**config.mk**
```make
export PLATFORM = sky130hd
export DESIGN_NAME = lfsr_reduce_engine_flat
export DESIGN_NICKNAME = d
export VERILOG_FILES = /design/src/rtl/lfsr_reduce_engine_if.sv /design/src/rtl/lfsr_reduce_engine.sv /design/src/flat_wrapper.sv
export SDC_FILE = /design/constraint.sdc
export NUM_CORES = 1
export LEC_CHECK = 0
export BUFFER_PORTS_ARGS = -buffer_cell sky130_fd_sc_hd__buf_2
export CORE_MARGIN = 5
export CORE_UTILIZATION = 45
export CTS_BUF_LIST = sky130_fd_sc_hd__clkbuf_8
export DETAILED_ROUTE_END_ITERATION = 16
export PLACE_DENSITY = 0.69
export SETUP_SLACK_MARGIN = 0.1
export SYNTH_ARGS = -nofsm -noshare
export SYNTH_HDL_FRONTEND = slang
export SYNTH_SLANG_ARGS = --single-unit
```
**constraint.sdc**
```tcl
create_clock -name clk -period 5.9 [get_ports clk]
set_input_delay 0.295 -clock clk [delete_from_list [all_inputs] [get_ports clk]]
set_output_delay 0.295 -clock clk [all_outputs]
set_load 0.05 [all_outputs]
```
**src/rtl/lfsr_reduce_engine_if.sv**
```systemverilog
// Handshake/data bundle for lfsr_reduce_engine.
// master: drives en/start/mode/seed/seed_ld, observes rnd/cnt/busy/done/y.
// slave:  the engine side of the same signals.
interface lfsr_reduce_engine_if #(
    parameter int unsigned W     = 32,
    parameter int unsigned CNT_W = 7
);
    logic             en;
    logic             start;
    logic [1:0]       mode;
    logic [W-1:0]     seed;
    logic             seed_ld;
    logic [W-1:0]     rnd;
    logic [CNT_W-1:0] cnt;
    logic             busy;
    logic             done;
    logic [W-1:0]     y;

    modport master (
        output en, start, mode, seed, seed_ld,
        input  rnd, cnt, busy, done, y
    );

    modport slave (
        input  en, start, mode, seed, seed_ld,
        output rnd, cnt, busy, done, y
    );
endinterface

```
**src/rtl/lfsr_reduce_engine.sv**
```systemverilog
// Iterative Galois-LFSR sample generator with a per-run fold (min/max/AND/OR).
// Ports:
//   clk  - clock, all state updates on rising edge
//   rst  - synchronous active-high reset, highest priority
//   bus  - slave side of lfsr_reduce_engine_if:
//          en (global advance), start, mode, seed, seed_ld in;
//          rnd (LFSR state), cnt (samples consumed), busy, done pulse, y (result) out
module lfsr_reduce_engine #(
    parameter int unsigned   W            = 32,
    parameter int unsigned   N_ITER       = 100,
    parameter int unsigned   CNT_W        = 7,
    parameter logic [W-1:0]  TAPS         = W'(32'h80200003),
    parameter logic [W-1:0]  SEED_DEFAULT = W'(1)
) (
    input  logic                 clk,
    input  logic                 rst,
    lfsr_reduce_engine_if.slave  bus
);
    localparam logic [CNT_W-1:0] LAST_CNT = CNT_W'(N_ITER - 1);

    typedef enum logic [1:0] {
        IDLE = 2'd0,
        RUN  = 2'd1,
        DONE = 2'd2
    } state_t;

    state_t           state_q, state_d;
    logic [W-1:0]     rnd_q, rnd_d;
    logic [W-1:0]     acc_q, acc_d;
    logic [W-1:0]     y_q, y_d;
    logic [CNT_W-1:0] cnt_q, cnt_d;
    logic [1:0]       mode_q, mode_d;
    logic             busy_q, busy_d;
    logic             done_q, done_d;
    logic [W-1:0]     folded_c;

    // One Galois step; the shifted-out bit selects whether the tap mask is applied.
    function automatic logic [W-1:0] lfsr_step(input logic [W-1:0] r);
        return r[0] ? ((r >> 1) ^ TAPS) : (r >> 1);
    endfunction

    // Neutral starting accumulator so the first sample passes through unchanged.
    function automatic logic [W-1:0] identity(input logic [1:0] m);
        return (m == 2'b00 || m == 2'b10) ? '1 : '0;
    endfunction

    // Fold of the current sample into the accumulator; ties keep acc.
    always_comb begin
        folded_c = acc_q;
        case (mode_q)
            2'b00:   if (rnd_q < acc_q) folded_c = rnd_q;
            2'b01:   if (rnd_q > acc_q) folded_c = rnd_q;
            2'b10:   folded_c = acc_q & rnd_q;
            default: folded_c = acc_q | rnd_q;
        endcase
    end

    // Next-state and register-update logic; en=0 holds everything and drops done.
    always_comb begin
        state_d = state_q;
        rnd_d   = rnd_q;
        acc_d   = acc_q;
        y_d     = y_q;
        cnt_d   = cnt_q;
        mode_d  = mode_q;
        busy_d  = busy_q;
        done_d  = 1'b0;
        if (bus.en) begin
            case (state_q)
                IDLE: begin
                    if (bus.seed_ld) begin
                        rnd_d = (bus.seed == '0) ? SEED_DEFAULT : bus.seed;
                    end
                    if (bus.start) begin
                        mode_d  = bus.mode;
                        cnt_d   = '0;
                        acc_d   = identity(bus.mode);
                        state_d = RUN;
                        busy_d  = 1'b1;
                    end
                end
                RUN: begin
                    acc_d = folded_c;
                    rnd_d = lfsr_step(rnd_q);
                    if (cnt_q == LAST_CNT) begin
                        // cnt saturates here rather than wrapping
                        y_d     = folded_c;
                        state_d = DONE;
                        busy_d  = 1'b0;
                        done_d  = 1'b1;
                    end else begin
                        cnt_d = cnt_q + CNT_W'(1);
                    end
                end
                DONE: begin
                    state_d = IDLE;
                end
                default: begin
                    state_d = IDLE;
                    busy_d  = 1'b0;
                end
            endcase
        end
    end

    // State register with synchronous reset.
    always_ff @(posedge clk) begin
        if (rst) begin
            state_q <= IDLE;
            rnd_q   <= SEED_DEFAULT;
            acc_q   <= '0;
            y_q     <= '0;
            cnt_q   <= '0;
            mode_q  <= 2'b00;
            busy_q  <= 1'b0;
            done_q  <= 1'b0;
        end else begin
            state_q <= state_d;
            rnd_q   <= rnd_d;
            acc_q   <= acc_d;
            y_q     <= y_d;
            cnt_q   <= cnt_d;
            mode_q  <= mode_d;
            busy_q  <= busy_d;
            done_q  <= done_d;
        end
    end

    assign bus.rnd  = rnd_q;
    assign bus.cnt  = cnt_q;
    assign bus.busy = busy_q;
    assign bus.done = done_q;
    assign bus.y    = y_q;
endmodule

```
**src/flat_wrapper.sv**
```systemverilog
// flat-port wrapper written by rule: the top's interface ports become plain ports
module lfsr_reduce_engine_flat 
#(
    parameter int unsigned   W            = 32,
    parameter int unsigned   N_ITER       = 100,
    parameter int unsigned   CNT_W        = 7,
    parameter logic [W-1:0]  TAPS         = W'(32'h80200003),
    parameter logic [W-1:0]  SEED_DEFAULT = W'(1)
)
  (clk, rst, bus_en, bus_start, bus_mode, bus_seed, bus_seed_ld, bus_rnd, bus_cnt, bus_busy, bus_done, bus_y);
  lfsr_reduce_engine_if #(.W(W), .CNT_W(CNT_W)) bus_i ();
  input  logic clk;
  input  logic rst;
  input wire logic [$bits(bus_i.en)-1:0] bus_en;
  input wire logic [$bits(bus_i.start)-1:0] bus_start;
  input wire logic [$bits(bus_i.mode)-1:0] bus_mode;
  input wire logic [$bits(bus_i.seed)-1:0] bus_seed;
  input wire logic [$bits(bus_i.seed_ld)-1:0] bus_seed_ld;
  output wire logic [$bits(bus_i.rnd)-1:0] bus_rnd;
  output wire logic [$bits(bus_i.cnt)-1:0] bus_cnt;
  output wire logic [$bits(bus_i.busy)-1:0] bus_busy;
  output wire logic [$bits(bus_i.done)-1:0] bus_done;
  output wire logic [$bits(bus_i.y)-1:0] bus_y;
  assign bus_i.en = bus_en;
  assign bus_i.start = bus_start;
  assign bus_i.mode = bus_mode;
  assign bus_i.seed = bus_seed;
  assign bus_i.seed_ld = bus_seed_ld;
  assign bus_rnd = bus_i.rnd;
  assign bus_cnt = bus_i.cnt;
  assign bus_busy = bus_i.busy;
  assign bus_done = bus_i.done;
  assign bus_y = bus_i.y;
  lfsr_reduce_engine #(.W(W), .N_ITER(N_ITER), .CNT_W(CNT_W), .TAPS(TAPS), .SEED_DEFAULT(SEED_DEFAULT)) u_core (.clk(clk), .rst(rst), .bus(bus_i));
endmodule
```
Yosys cells after proc, flatten, opt, wreduce, memory -nomap -nowiden --
Index checks and enable logic that the tools add are counted.
Word-level totals: bits in registers 109, logic and storage cells 61, output and inout port bits 73
Cells by class: equality and inequality tests 10, multiplexer cells 20, add/subtract/negate cells 1, order comparisons 2, bitwise gates (word level) 6, reduce and logical (&&, ||, !) cells 14
Operator list (count):
- 32-bit 2-to-1 mux | 7
- 32-bit case mux with 2 select lines | 2
- 32-bit case mux with 3 select lines | 1
- 32-bit AND | 1
- 32-bit > comparator | 1
- 32-bit zero test | 1
- 32-bit less-than comparator | 1
- 32-bit bitwise OR | 1
- 3-bit AND reduction | 5
- 7-bit 2-to-1 mux | 2
- 7-bit case mux with 2 select lines | 1
- 4-bit AND reduction | 2
- 7-bit by 1-bit adder with 7-bit output, second input constant | 1
- 7-bit == test, second input constant | 1
- 2-bit == test, second input constant | 3
- 2-bit zero test | 3
- 2-bit inequality test, second input constant | 3
- 2-bit by 1-bit == test with 1-bit output, second input constant | 2
- 2-bit 2-to-1 mux | 2
- 3-bit NOT with 4-bit output | 1
- 2-bit case mux with 2 select lines | 1
- 1-bit 2-to-1 mux | 3
- 1-bit NOT | 3
- 1-bit case mux with 3 select lines | 1
- other kinds (4) | 4

Longest topological paths before layout --
word-level depth 5, mapped depth 13, depth with buffers taken out 10

Least setup slack after synthesis --
Ideal clock, no wire load.
path kind register -> register, start register u_core.rnd_q[14] (netlist: u_core.bus.rnd[14]), end register u_core.acc_q[2], slack 2.424 ns, period minus slack after synthesis 3.476 ns, library setup time 0.128 ns, buffers on the path 3, arrival time 3.348 ns, stages on the path, launching flop included 14, path through dfxtp_1 inv_1 ha_1 nor4_4 nand4_1 or4b_1 clkbuf_1 or3_1 buf_6 buf_6 nand4_1 o221ai_2 o41ai_2 a21oi_1
On the way: cells in the longest elaborated chain, start to end 4, elaborated cells on any way between the ends 6, classes of those cells 2 x order compare; 4 x mux
RTL lines:
- from (decl) | RTL line lfsr_reduce_engine.sv:28 | logic [W-1:0] rnd_q, rnd_d;
- from (signal assigned) | RTL line lfsr_reduce_engine.sv:119 | rnd_q <= rnd_d;
- 32-bit > comparator or 32-bit less-than comparator (tied branches) | RTL line lfsr_reduce_engine.sv:52, lfsr_reduce_engine.sv:51
- 32-bit 2-to-1 mux, on equally long branches | RTL line lfsr_reduce_engine.sv:52, lfsr_reduce_engine.sv:51
- 32-bit case mux with 3 select lines (*) | RTL line lfsr_reduce_engine.sv:50 | case (mode_q)
- 32-bit case mux with 2 select lines (*) | RTL line lfsr_reduce_engine.sv:69 | case (state_q)
- to (signal assigned) | RTL line lfsr_reduce_engine.sv:111 | acc_q <= '0;
- to (signal assigned) | RTL line lfsr_reduce_engine.sv:120 | acc_q <= acc_d;
- to (decl) | RTL line lfsr_reduce_engine.sv:29 | logic [W-1:0] acc_q, acc_d;
Every way passes the cells marked *; elsewhere a longest branch is shown, timed or not. A chain may end at the register's enable or synchronous reset.

Worst setup path in the final report --
start register u_core.rnd_q[11] (netlist: u_core.bus.rnd[11]), end register u_core.acc_q[1]
Same word-level chain as after synthesis.

==> impl_results.md <==
* CTS Buf Count at 9
* Crit share post-route at 70.3%
* Die height at 155 µm
* Seq cells post-synth at 109
* Synth Flop Type: dfxtp_1
* YS warnings at 0
* # DRC at 0
* Simple-gate area share of the yosys netlist at 25.6%
* Syn Area/Cell at 7.98 µm²
* WL final at 30.1 mm
* FP Rows at 53
* Worst setup SP type: flip-flop
* Final hold vios at 0
* Max-slew headroom at 26.5%
* Global-route wire length before repair at 48.2 mm
* Hold WS at 156 ps
* Synthesized area at 0.00947 mm²
* Router iterations before antenna repair at 5
* CTS max path bufs at 2
* Number of fill cells at 2065
* Post-synth top cells: nand2_1, dfxtp_1, clkbuf_1, ha_1, nand3_1
* Cells after Synth at 1187
* Avg WL per Cell at 20.1 µm
* Slew @ Worst Pin at 1100 ps
* MaxCap Viol Count at 0
* CTS tree: done
* Setup TNS at 0 ps
* Worst Hold Class: input port to flip-flop
* Cell variety after synth at 48
* Critical path endpoint category: flip-flop
* Antenna Cells at 0
* Critical Path RT at 6160 ps
* F_max at 241 MHz
* GRT Total Usage at 24.4%
* Clk slew on worst S/H paths at 120 ps
* Root Driver: clkbuf_8
* WS Path Type: flip-flop to flip-flop
* Routed Antenna Nets at 0
* Net total in the final layout at 1350
* CTS sink cnt at 109
* Number of global-route vias before repair at 9051
* Synthesis-to-layout area growth at 8.36%
* Share of post-route cells with drive strength above 1 at 17.7%
* Slew Viols, Final at 0
* Min cycle time layout at 4150 ps
* Post-synthesis async set-or-reset flop share at 0%
* DIE AREA at 0.0240 mm²
* Count leader, synth: nand2_1
* Seq/Total Area, Yosys at 23.0%
* Power per cell area at 191 mW/mm²
* H-tree Lvls at 3
* Fin Clk Skew at 16.2 ps
* Post-Synth Adder-Cell Area at 12.8%
* Synth top area cells: dfxtp_1, ha_1, nand2_1
* GR Overflow Total at 0
* Core footprint at 0.0209 mm²
* Status: finished clean
* Compound-Gate Fraction of Synth Area at 26.3%
* Post-synth top area share at 23.0%
* EDFF count, synth at 0
* Synth area leader: dfxtp_1
* Maximum vdd drop at 0.180 mV
* Count of boundary I/O pins at 112
* Clk Latency, worst-skew pair at 400 ps
* Hold_buf cts at 0
* HPWL after DPL at 18.8 mm
* Post-CTS Setup Repair Bufs at 0
* GPL Wtd Cong at 0.851
* DRT iter0 DRCs at 946
* Initial Util at 45.3%
* # port buffers at 111
* Largest net degree at the start of global routing at 105
* Total design power at 1.96 mW
* Lkg Pwr at 4.12 nW
* Mux cell area share after synthesis at 3.70%
* Setup-failing EPs final at 0
* RSZ-0062 raised after global routing: no
* Antenna violations before repair at 0
* Worst path arrival time at 4410 ps
* PostCTS Resize Cnt at 0
* Critical path fanouts, max at 35
* Synth Area in XOR/XNOR at 0.647%
* Largest family of logic cells by synthesized area: compound AO/OA/AOI/OAI gates
* Vias per cell at 6.29
* Post-synthesis net count at 1323
* Die width at 155 µm
* Vias at 9403
[worst max-delay path, stage by stage, from the launching register on]
cell	delay, ps
dfxtp_1	510
inv_1	80
ha_1	340
nor4_2	360
nand4_1	170
or4b_1	500
or3_2	820
buf_4	440
nand4_1	150
o221ai_1	150
o41ai_1	350
a21oi_1	110
[cells by family (layout without fill, tap and decap cells)]
| logic type | after synthesis | count (layout) |
|---|---|---|
| muxes | 35 | 35 |
| and+or+nand+nor | 458 | 458 |
| AOI/OAI and AO/OA | 294 | 294 |
| xor gates and xnor gates | 7 | 7 |
| buffers and inverters | 187 | 219 |
| DFF | 109 | 109 |
| adders and majority gates | 97 | 97 |
[metrics by stage]
stage               utilization [%]  cell area, µm²  worst slack [ps]  std cells
floorplan                         -            9470              2420       1187
global placement               48.3           10100              1830       1478
detailed placement             48.3           10100              1800       1478
CTS                            49.1           10300              1770       1494
global route                   49.1           10300              1530       1494
finish                         49.1           10300              1750       1494
[state kept, by name, indices dropped and copies added (netlist names)]
register         cells
u_core.bus.rnd      32
u_core.state_q       2
u_core.bus.done      1
u_core.mode_q        2
u_core.acc_q        32
u_core.bus.y        32
u_core.bus.cnt       7
u_core.bus.busy      1
[layout by cell type (no fill, tap or decap), drive strengths merged, types with 10 or more instances in the layout]
cell type	Yosys	layout
ha	97	97
buf	16	129
nand3b	33	33
o21ai	72	72
o221ai	32	32
a311oi	29	29
o21a	34	34
nand4b	32	32
clkbuf	97	10
inv	74	76
o211a	32	32
nand4	39	39
nand3	96	96
nand2	134	134
nor4	45	45
mux2i	35	35
o41ai	32	32
nor2	55	55
dfxtp	109	109
a21oi	54	54
[power by group]
part / switching (mW) / total, mW / leakage (nW) / internal [mW]
Sequential: 0.0880 / 0.862 / 0.893 / 0.774
Clock: 0.282 / 0.444 / 0.0907 / 0.161
Combinational: 0.442 / 0.655 / 3.14 / 0.214
Total: 0.812 / 1.96 / 4.12 / 1.15
[final cells by class]
class / instances / area, µm² / share of cell area (%)
clock buffer: 10 / 138 / 1.34
clock inverter: 6 / 32.5 / 0.317
inverter: 74 / 278 / 2.71
multi-input combinational: 891 / 6590 / 64.2
sequential: 109 / 2190 / 21.3
tap: 275 / 344 / 3.35
timing repair buffer: 129 / 691 / 6.73
[layer usage]
| layer | GRT usage [%] | share of wire [%] |
|---|---|---|
| met5 | 0 | 0 |
| met3 | 3.20 | 6.5 |
| met2 | 39.1 | 45 |
| met1 | 33.8 | 46 |
| met4 | 8.54 | 2.3 |
[path summary, 6_finish.rpt]
path                                        start                        endpoint  slack (ps)  depth (start not counted)
hold / removal                        bus_seed[8]  u_core.bus.rnd[8]$_SDFFE_PP0P_         160                          3
hold reg to reg      u_core.bus.y[7]$_SDFFE_PP0P_    u_core.bus.y[7]$_SDFFE_PP0P_         500                          2
setup / recovery  u_core.bus.rnd[11]$_SDFFE_PP0P_    u_core.acc_q[1]$_SDFFE_PP0P_        1750                         11
setup reg to reg  u_core.bus.rnd[11]$_SDFFE_PP0P_    u_core.acc_q[1]$_SDFFE_PP0P_        1750                         11
Power figures use the tool's default switching activity.
